File: src/rtl/fp_swap_align_stage.sv
`default_nettype none
// ============================================================================
// Module   : fp_swap_align_stage
// Purpose  : Operand swap, exponent difference and significand alignment
//            (guard/round/sticky) for the shared FP32 / FP16x2 adder.
//            Build option FPU_ALIGN_ONE_STAGE_EN folds swap and align into one
//            combinational path ahead of a single register stage.
// Revision : 1.0 - initial release
// ============================================================================

package fp_swap_align_pkg;
    typedef enum logic {FP32 = 1'b0, FP16 = 1'b1} fp_fmt_e;
    typedef struct packed {
        logic [15:0] hi;
        logic [15:0] lo;
    } fp_lanes_t;
    typedef union packed {
        logic [31:0] w;
        fp_lanes_t   lanes;
    } fp_vec_u;
endpackage

module fp_swap_align_stage
    import fp_swap_align_pkg::*;
#(
    parameter int GRS_W = 3
) (
    input  logic                clk,
    input  logic                rst_n,
    input  logic                i_flush,
    input  logic                i_valid,
    output logic                o_ready,
    input  fp_fmt_e             i_fmt,
    input  logic                i_sub,
    input  fp_vec_u             i_x,
    input  fp_vec_u             i_y,
    input  logic                i_swap_h,
    input  logic                i_swap_l,
    output logic                o_valid,
    input  logic                i_ready,
    output fp_fmt_e             o_fmt,
    output logic                o_sign_h,
    output logic                o_sign_l,
    output logic                o_effsub_h,
    output logic                o_effsub_l,
    output logic [7:0]          o_exp_h,
    output logic [4:0]          o_exp_l,
    output logic [24+GRS_W-1:0] o_mbig_h,
    output logic [24+GRS_W-1:0] o_msml_h,
    output logic [11+GRS_W-1:0] o_mbig_l,
    output logic [11+GRS_W-1:0] o_msml_l
);

    localparam int         c_WH     = 24 + GRS_W;
    localparam int         c_WL     = 11 + GRS_W;
    localparam logic [7:0] c_SAT32  = 8'(c_WH);
    localparam logic [7:0] c_SAT16  = 8'(c_WL);
    localparam logic [4:0] c_SATL   = 5'(c_WL);

    typedef struct packed {
        fp_fmt_e         fmt;
        logic            sign_h;
        logic            sign_l;
        logic            effsub_h;
        logic            effsub_l;
        logic [7:0]      exp_h;
        logic [4:0]      exp_l;
        logic [c_WH-1:0] mbig_h;
        logic [c_WH-1:0] msml_h;
        logic [c_WL-1:0] mbig_l;
        logic [c_WL-1:0] msml_l;
        logic [7:0]      d_h;
        logic [4:0]      d_l;
    } s1_t;

    typedef struct packed {
        fp_fmt_e         fmt;
        logic            sign_h;
        logic            sign_l;
        logic            effsub_h;
        logic            effsub_l;
        logic [7:0]      exp_h;
        logic [4:0]      exp_l;
        logic [c_WH-1:0] mbig_h;
        logic [c_WH-1:0] msml_h;
        logic [c_WL-1:0] mbig_l;
        logic [c_WL-1:0] msml_l;
    } s2_t;

    // Subnormals (exponent field 0) share the scale of exponent 1.
    function automatic logic [7:0] eff_exp8(input logic [7:0] e);
        return (e == 8'd0) ? 8'd1 : e;
    endfunction

    function automatic logic [4:0] eff_exp5(input logic [4:0] e);
        return (e == 5'd0) ? 5'd1 : e;
    endfunction

    function automatic logic [c_WH-1:0] sig32(input logic [31:0] v);
        return {|v[30:23], v[22:0], {GRS_W{1'b0}}};
    endfunction

    function automatic logic [c_WL-1:0] sig16(input logic [15:0] v);
        return {|v[14:10], v[9:0], {GRS_W{1'b0}}};
    endfunction

    function automatic logic [c_WH-1:0] align_h(input logic [c_WH-1:0] m,
                                                input logic [7:0]      d,
                                                input logic            fp16);
        logic [c_WH-1:0] lost;
        logic [c_WH-1:0] res;
        logic            sat;
        sat    = fp16 ? (d >= c_SAT16) : (d >= c_SAT32);
        lost   = m & ~({c_WH{1'b1}} << d);
        res    = m >> d;
        res[0] = res[0] | (|lost);
        if (sat) begin
            res = {{(c_WH-1){1'b0}}, |m};
        end
        return res;
    endfunction

    function automatic logic [c_WL-1:0] align_l(input logic [c_WL-1:0] m,
                                                input logic [4:0]      d);
        logic [c_WL-1:0] lost;
        logic [c_WL-1:0] res;
        lost   = m & ~({c_WL{1'b1}} << d);
        res    = m >> d;
        res[0] = res[0] | (|lost);
        if (d >= c_SATL) begin
            res = {{(c_WL-1){1'b0}}, |m};
        end
        return res;
    endfunction

    s1_t         w_s1;
    s1_t         w_a;
    logic        w_a_valid;
    s2_t         w_s2;
    s2_t         r_s2;
    logic        r_s2_valid;
    logic        w_s2_load;
    logic [31:0] w_y32;
    logic [31:0] w_big32;
    logic [31:0] w_sml32;
    logic [15:0] w_yh;
    logic [15:0] w_bh;
    logic [15:0] w_sh;
    logic [15:0] w_yl;
    logic [15:0] w_bl;
    logic [15:0] w_sl;

    // Swap: order each lane so the comparator's larger magnitude is "big".
    always_comb begin
        w_s1    = '0;
        w_y32   = i_y.w ^ {i_sub, 31'b0};
        w_big32 = i_swap_h ? w_y32 : i_x.w;
        w_sml32 = i_swap_h ? i_x.w : w_y32;
        w_yh    = i_y.lanes.hi ^ {i_sub, 15'b0};
        w_bh    = i_swap_h ? w_yh : i_x.lanes.hi;
        w_sh    = i_swap_h ? i_x.lanes.hi : w_yh;
        w_yl    = i_y.lanes.lo ^ {i_sub, 15'b0};
        w_bl    = i_swap_l ? w_yl : i_x.lanes.lo;
        w_sl    = i_swap_l ? i_x.lanes.lo : w_yl;
        w_s1.fmt = i_fmt;
        if (i_fmt == FP32) begin
            w_s1.sign_h   = w_big32[31];
            w_s1.effsub_h = w_big32[31] ^ w_sml32[31];
            w_s1.exp_h    = w_big32[30:23];
            w_s1.d_h      = eff_exp8(w_big32[30:23]) - eff_exp8(w_sml32[30:23]);
            w_s1.mbig_h   = sig32(w_big32);
            w_s1.msml_h   = sig32(w_sml32);
        end else begin
            w_s1.sign_h   = w_bh[15];
            w_s1.effsub_h = w_bh[15] ^ w_sh[15];
            w_s1.exp_h    = {3'b000, w_bh[14:10]};
            w_s1.d_h      = {3'b000, eff_exp5(w_bh[14:10]) - eff_exp5(w_sh[14:10])};
            w_s1.mbig_h   = {{(c_WH-c_WL){1'b0}}, sig16(w_bh)};
            w_s1.msml_h   = {{(c_WH-c_WL){1'b0}}, sig16(w_sh)};
            w_s1.sign_l   = w_bl[15];
            w_s1.effsub_l = w_bl[15] ^ w_sl[15];
            w_s1.exp_l    = w_bl[14:10];
            w_s1.d_l      = eff_exp5(w_bl[14:10]) - eff_exp5(w_sl[14:10]);
            w_s1.mbig_l   = sig16(w_bl);
            w_s1.msml_l   = sig16(w_sl);
        end
    end

    assign w_s2_load = ~r_s2_valid | i_ready;

`ifdef FPU_ALIGN_ONE_STAGE_EN
    assign w_a       = w_s1;
    assign w_a_valid = i_valid;
    assign o_ready   = w_s2_load;
`else
    s1_t  r_s1;
    logic r_s1_valid;

    assign w_a       = r_s1;
    assign w_a_valid = r_s1_valid;
    assign o_ready   = ~r_s1_valid | w_s2_load;

    always_ff @(posedge clk) begin
        if (!rst_n || i_flush) begin
            r_s1_valid <= 1'b0;
            r_s1       <= '0;
        end else if (o_ready) begin
            r_s1_valid <= i_valid;
            if (i_valid) begin
                r_s1 <= w_s1;
            end
        end
    end
`endif

    always_comb begin
        w_s2          = '0;
        w_s2.fmt      = w_a.fmt;
        w_s2.sign_h   = w_a.sign_h;
        w_s2.sign_l   = w_a.sign_l;
        w_s2.effsub_h = w_a.effsub_h;
        w_s2.effsub_l = w_a.effsub_l;
        w_s2.exp_h    = w_a.exp_h;
        w_s2.exp_l    = w_a.exp_l;
        w_s2.mbig_h   = w_a.mbig_h;
        w_s2.mbig_l   = w_a.mbig_l;
        w_s2.msml_h   = align_h(w_a.msml_h, w_a.d_h, w_a.fmt == FP16);
        w_s2.msml_l   = align_l(w_a.msml_l, w_a.d_l);
    end

    // Output register only loads on a real beat, so held data never changes.
    always_ff @(posedge clk) begin
        if (!rst_n || i_flush) begin
            r_s2_valid <= 1'b0;
            r_s2       <= '0;
        end else if (w_s2_load) begin
            r_s2_valid <= w_a_valid;
            if (w_a_valid) begin
                r_s2 <= w_s2;
            end
        end
    end

    assign o_valid    = r_s2_valid;
    assign o_fmt      = r_s2.fmt;
    assign o_sign_h   = r_s2.sign_h;
    assign o_sign_l   = r_s2.sign_l;
    assign o_effsub_h = r_s2.effsub_h;
    assign o_effsub_l = r_s2.effsub_l;
    assign o_exp_h    = r_s2.exp_h;
    assign o_exp_l    = r_s2.exp_l;
    assign o_mbig_h   = r_s2.mbig_h;
    assign o_msml_h   = r_s2.msml_h;
    assign o_mbig_l   = r_s2.mbig_l;
    assign o_msml_l   = r_s2.msml_l;

endmodule

`default_nettype wire

File: config.mk
export PLATFORM = sky130hd
export DESIGN_NAME = fp_swap_align_stage
export DESIGN_NICKNAME = d
export VERILOG_FILES = /design/src/rtl/fp_swap_align_stage.sv
export SDC_FILE = /design/constraint.sdc
export NUM_CORES = 1
export LEC_CHECK = 0
export ABC_AREA = 0
export CAP_MARGIN = 20
export CELL_PAD_IN_SITES_DETAIL_PLACEMENT = 0
export CELL_PAD_IN_SITES_GLOBAL_PLACEMENT = 1
export CORE_MARGIN = 8
export CORE_UTILIZATION = 40
export CTS_CLUSTER_DIAMETER = 100
export DETAILED_ROUTE_END_ITERATION = 7
export PLACE_DENSITY_LB_ADDON = 0.1
export SYNTH_ARGS = -nofsm -noshare
export SYNTH_HDL_FRONTEND = slang
export SYNTH_SLANG_ARGS = --single-unit
File: constraint.sdc
create_clock -name clk -period 4.56 [get_ports clk]
set_input_delay 1.368 -clock clk [delete_from_list [all_inputs] [get_ports clk]]
set_output_delay 1.368 -clock clk [all_outputs]
set_load 0.02 [all_outputs]
== After elaboration in Yosys (flattened, before gate mapping) ==
Cells that the tools add are included.
Storage, ports and cells
  input bits: 73
  bits in registers: 215
  output and inout port bits: 102
  word-level logic and storage cells: 97
Operators by class
  shifts and indexed selects: 4
  muxes and demuxes: 25
  magnitude comparators: 3
  $add $sub $neg: 3
  reduce and logical (&&, ||, !) cells: 20
  bitwise operators: 16
Operators with widths (number)
  $mux 16: 4
  $mux 32: 2
  $mux 54: 1
  $reduce_or 27->1: 2
  $mux 8: 4
  $xor 16x16->16: 2
  $xor 32x32->32: 1
  $mux 5: 6
  $mux 28: 1
  $reduce_or 14->1: 2
  $and 27x27->27: 1
  $mux 27: 1
  $not 27->27: 1
  $shl 27x8->27 const A: 1
  $shr 27x8->27: 1
  $logic_not 5->1: 4
  $reduce_or 5->1: 4
  $logic_not 8->1: 2
  $reduce_or 8->1: 2
  $and 14x14->14: 1
  $mux 14: 1
  $not 14->14: 1
  $shl 14x5->14 const A: 1
  $shr 14x5->14: 1
  other kinds (12): 24

== Logic depth before layout (Yosys ltp) ==
  depth in word-level cells: 6
  gate-level depth with buffers: 16
  depth with buffers taken out: 14

== Least setup slack after synthesis ==
OpenSTA, ideal clock, no wires.
  path kind: input -> register
  from: input i_swap_h
  to: register r_s1[11] (netlist bit)
  required time: 4.443 ns
  path slack: 0.361 ns
  data arrival time: 4.082 ns
  cell stages on the path: 15
  library setup time: 0.117 ns
  buffers on the path: 3
  cells stage by stage: clkbuf_1 > buf_2 > buf_2 > mux2i_1 > nand4_1 > nand2_1 > ha_1 > inv_1 > fa_1 > a21o_1 > a21oi_1 > o21bai_1 > a21oi_1 > xnor2_1 > a32o_1
On the way
  word-level cells in the longest chain between the ends: 5
  elaborated cells between the ends (all ways): 8
  those cells by class: add/sub (1); mux (5); reduce/logical (2)
Ends and longest elaborated chain
  start, declared: line 37  | input logic i_swap_h,
  $mux 32, on equally long branches: line 157, 158
  $logic_not 8->1: line 92  | return (e == 8'd0) ? 8'd1 : e;
  $mux 8: line 92
  $sub 8x8->8 *: line 170  | w_s1.d_h = eff_exp8(w_big32[30:23]) - eff_exp8(w_sml32[30:23]);
  $mux 8 *: line 166  | if (i_fmt == FP32) begin
  end signal, assigned: line 210  | r_s1 <= w_s1;
  end, declared: line 196  | s1_t r_s1;
Mark *: on every way between the ends. The rest lies on a longest branch, timed or not.
A chain may end at the register's enable or synchronous reset.

== Worst setup path after layout ==
  from: input i_ready
  to: output o_ready
On the way
  word-level cells in the longest chain between the ends: 2
Ends and longest elaborated chain
  start, declared: line 40  | input logic i_ready,
  $or 1x1->1: line 189  | assign w_s2_load = ~r_s2_valid | i_ready;
  $or 1x1->1: line 201  | assign o_ready = ~r_s1_valid | w_s2_load;
  end, declared: line 32  | output logic o_ready,
Every way passes these cells.

==> metrics.txt <==
outcome=finished, final reports clean; worst clock skew=0.0226 ns; Layout area overhead=22.8%; CTS sink cnt=197; hold_buf cts=0; worst skew pair latency=~0.45 ns; die extent in y=185 microns; CTS tree=done; Residual DRC=0; Rows=61; CP most frequent cell=clkdlybuf4s50_1; Initial Utilization=40.8%; Synth Instances=1450; Iter 0 DRT Violations=760; final core occ=50.1%; core area=0.0279 sq mm; number of H-tree levels=4; Final min period=4.19 ns; CP Buf/Inv Count=2; initial antenna violation count=2; hold path cells=2; Pins Over Slew Limit=0; CP Class=in -> out; Peak VDD IR=0.000189 V; FMAX=239 MHz; post-CTS setup buffers=0; post-synthesis mux area share=13.5%; worst-path cell chain=clkdlybuf4s50_1 > nor2b_1 > nand2_1 > clkdlybuf4s50_1; Total Wirelength=just over 40000 microns; Flop pwr share=a little over two fifths; Cell Area, Placed=between 0.01 and 0.015 sq mm; routed length per instance=20.8 microns; largest family of logic cells by synthesized area=compound AO/OA/AOI/OAI gates; clock share of power=38.2%; routability cong.=0.889; layout cells sized above 1=under 10%; post-synthesis sequential area ratio=approximately a third; post-route ant nets=0; Critical Path RT=about 3.2 ns; Avg Inst Size Synth=7.84 sq um; Arr. time, crit path=2.82 ns; R2R depth=6; die width=185 microns; Tightest Hold Check Type=reg -> reg; flops & latches, synth=197; Setup crit end kind=output port; pin count of the biggest net entering global routing=90; final worst-path cycle share=91.8%; CP max FO=5; Worst path slowest cell=clkdlybuf4s50_1; max cap viols=0; Synth warnings=0; power density cells=294 mW/mm^2; cell area after synthesis=0.0114 sq mm; router iterations before antenna repair=5; Post-synth EDFFs=0; Post-CTS Resized=0; Crit Reg-Reg Startpoint=r_s1[5]$_SDFFE_PP0P_; I/O Buffers=around 170; final instance area=between 0.01 and 0.015 sq mm; Int Pwr=0.00281 W; Synth Area in Compound Gates=21.5%; layout net count=1636; slew margin rel.=33.1%; CP startpoint kind=input port; # IOs=175; HP Start=r_s1[73]$_SDFFE_PP0P_; Final Hold Fails=0; die area=0.0341 sq mm; Max clock buf depth=2; crit path from=i_ready; final setup vio count=0; first-pass GRT wire length=61900 microns; Post-synth ARST share=0%; Adder-Cell Fraction of Synth Area=roughly 2.2%; Yosys cell types=75; vias=10.9k; vias in the first global route=between 10k and 15k; Least-Margin Pin Slew=1.00 ns; post-synthesis xor/xnor area fraction=1.16%; RSZ-0062 raised after global routing=false; Sw Ratio=31.7%; grt total ovfl=0; Primary FF master, synth=dfxtp_1; Net Sw Power=0.00130 W; Lkg Pwr=roughly 4.8 nW; WP depth=4; clock root buffer=clkbuf_16; vias per inst=5.63; Total Routing Usage GR=around 23%; total negative slack=0 ns; total power=between 0.004 and 0.005 W; Logic pwr share=~18%; TritonCTS Buffers=17; CP top delay family=buffers and inverters; Clock Pin Slew Worst Setup and Hold Paths=0.09 ns; dpl hpwl=29800 microns; Antenna diodes=0; CP max stage delay=0.56 ns; Post-Synth Simple-Gate Area=between 20% and 30%
[cells in the final DEF, fill, tap and decap left out, types with 4 or more instances in the layout]
cell type	count
o22ai_1	5
a21o_1	7
nor2b_1	25
clkinv_8	6
inv_1	19
a21oi_1	192
o21a_1	5
a221o_1	5
a211oi_1	50
buf_4	35
and3_1	8
clkbuf_16	17
a32oi_1	4
a22oi_1	26
or3_1	7
mux2i_1	88
and2_1	5
a311oi_1	5
nand2_1	202
nand3_1	42
buf_12	4
mux2_2	36
o211ai_1	13
nand4_1	6
nand2b_1	5
mux4_2	11
conb_1	6
nor2_1	141
nand3b_1	4
clkdlybuf4s50_1	166
o21ai_0	34
a31oi_1	5
nor4_1	12
nor3_1	61
ha_1	15
xnor2_1	14
dfxtp_1	196
[registers in the layout (all words and copies together), names as in the netlist]
register and cells:
o_sign_h 1, o_sign_l 1, o_msml_h 27, o_valid 1
o_mbig_h 24, o_effsub_l 1, r_s1_valid 1, o_fmt 1
o_effsub_h 1, r_s1 101, o_exp_h 8, o_mbig_l 11
o_exp_l 5, o_msml_l 14
[final timing paths]
check	to	slack, ns
min	o_mbig_h[5]$_SDFFE_PP0P_	0.45
min reg2reg	o_mbig_h[5]$_SDFFE_PP0P_	0.45
max reg2reg	o_msml_h[0]$_SDFFE_PP0P_	1.80
max	o_ready	0.37
[layout make-up]
type,count,area (sq um)
multi-input cells,1100,6810
clock inverters,15,196
flip-flops and latches,197,3950
inverters,23,86.3
repair buffers,206,2030
well taps,378,473
fillers,2790,13900
clock buffers,17,425
[worst register-to-register path: cells and delay by family, from the launching register on]
| kind | cells | cell delay (ns) |
|---|---|---|
| simple gates | 2 | 0.46 |
| compound gates | 4 | 1.21 |
| flops | 1 | 0.99 |
[through the flow]
step	std cells	hold slack (ns)	setup slack, ns
finish	1936	0.448	0.373
global route	1936	0.465	0.268
CTS	1935	0.446	0.373
detailed placement	1903	0.444	0.144
global placement	1903	0.439	0.179
floorplan	1455	0.432	0.361
[cells by family (layout without fill, tap and decap cells)]
kind of cell	after synthesis	in the layout
mux	135	135
xor+xnor	15	15
buf+inv	158	261
other cells	1	6
compound gates	391	391
fa+ha+maj	18	18
simple gates	535	535
flops	197	197
[power by group through the flow]
stage / sequential (W) / combinational (W) / clock (W)
detailed placement: 0.00184 / 0.000725 / 0
floorplan: 0.00181 / 0.000497 / 0
finish: 0.00181 / 0.000734 / 0.00157
CTS: 0.00180 / 0.000728 / 0.00161
global route: 0.00181 / 0.000801 / 0.00166
global placement: 0.00184 / 0.000727 / 0
[cell usage after synthesis, types with 8 or more instances]
library cell / instances / area share (%)
nor2_1: 141 / 4.7
mux2_2: 36 / 3.6
inv_1: 19 / 0.63
mux4_2: 11 / 2.2
ha_1: 15 / 1.7
and3_1: 8 / 0.44
nand2_1: 203 / 6.7
dfxtp_1: 197 / 35
o21ai_0: 34 / 1.5
o211ai_1: 13 / 0.86
nor2b_1: 26 / 1.4
nand3_1: 42 / 1.8
mux2i_1: 88 / 7.7
buf_1: 19 / 0.63
nor3_1: 61 / 2.7
a21oi_1: 192 / 8.5
buf_2: 21 / 0.92
nor4_1: 12 / 0.66
a22oi_1: 26 / 1.7
xnor2_1: 14 / 1.1
a211oi_1: 50 / 3.3
clkbuf_1: 85 / 2.8
[routing by layer]
metal	up-vias	share of wire (%)	global-route usage, %	wire length (microns)
met3	36	7.5	5.77	3030
met5	-	0.077	0	31
met1	5143	48	32.5	19100
li1	5370	-	-	-
met2	342	44	35.3	17500
met4	4	1.3	5.26	541
Power figures use the tool's default switching activity.
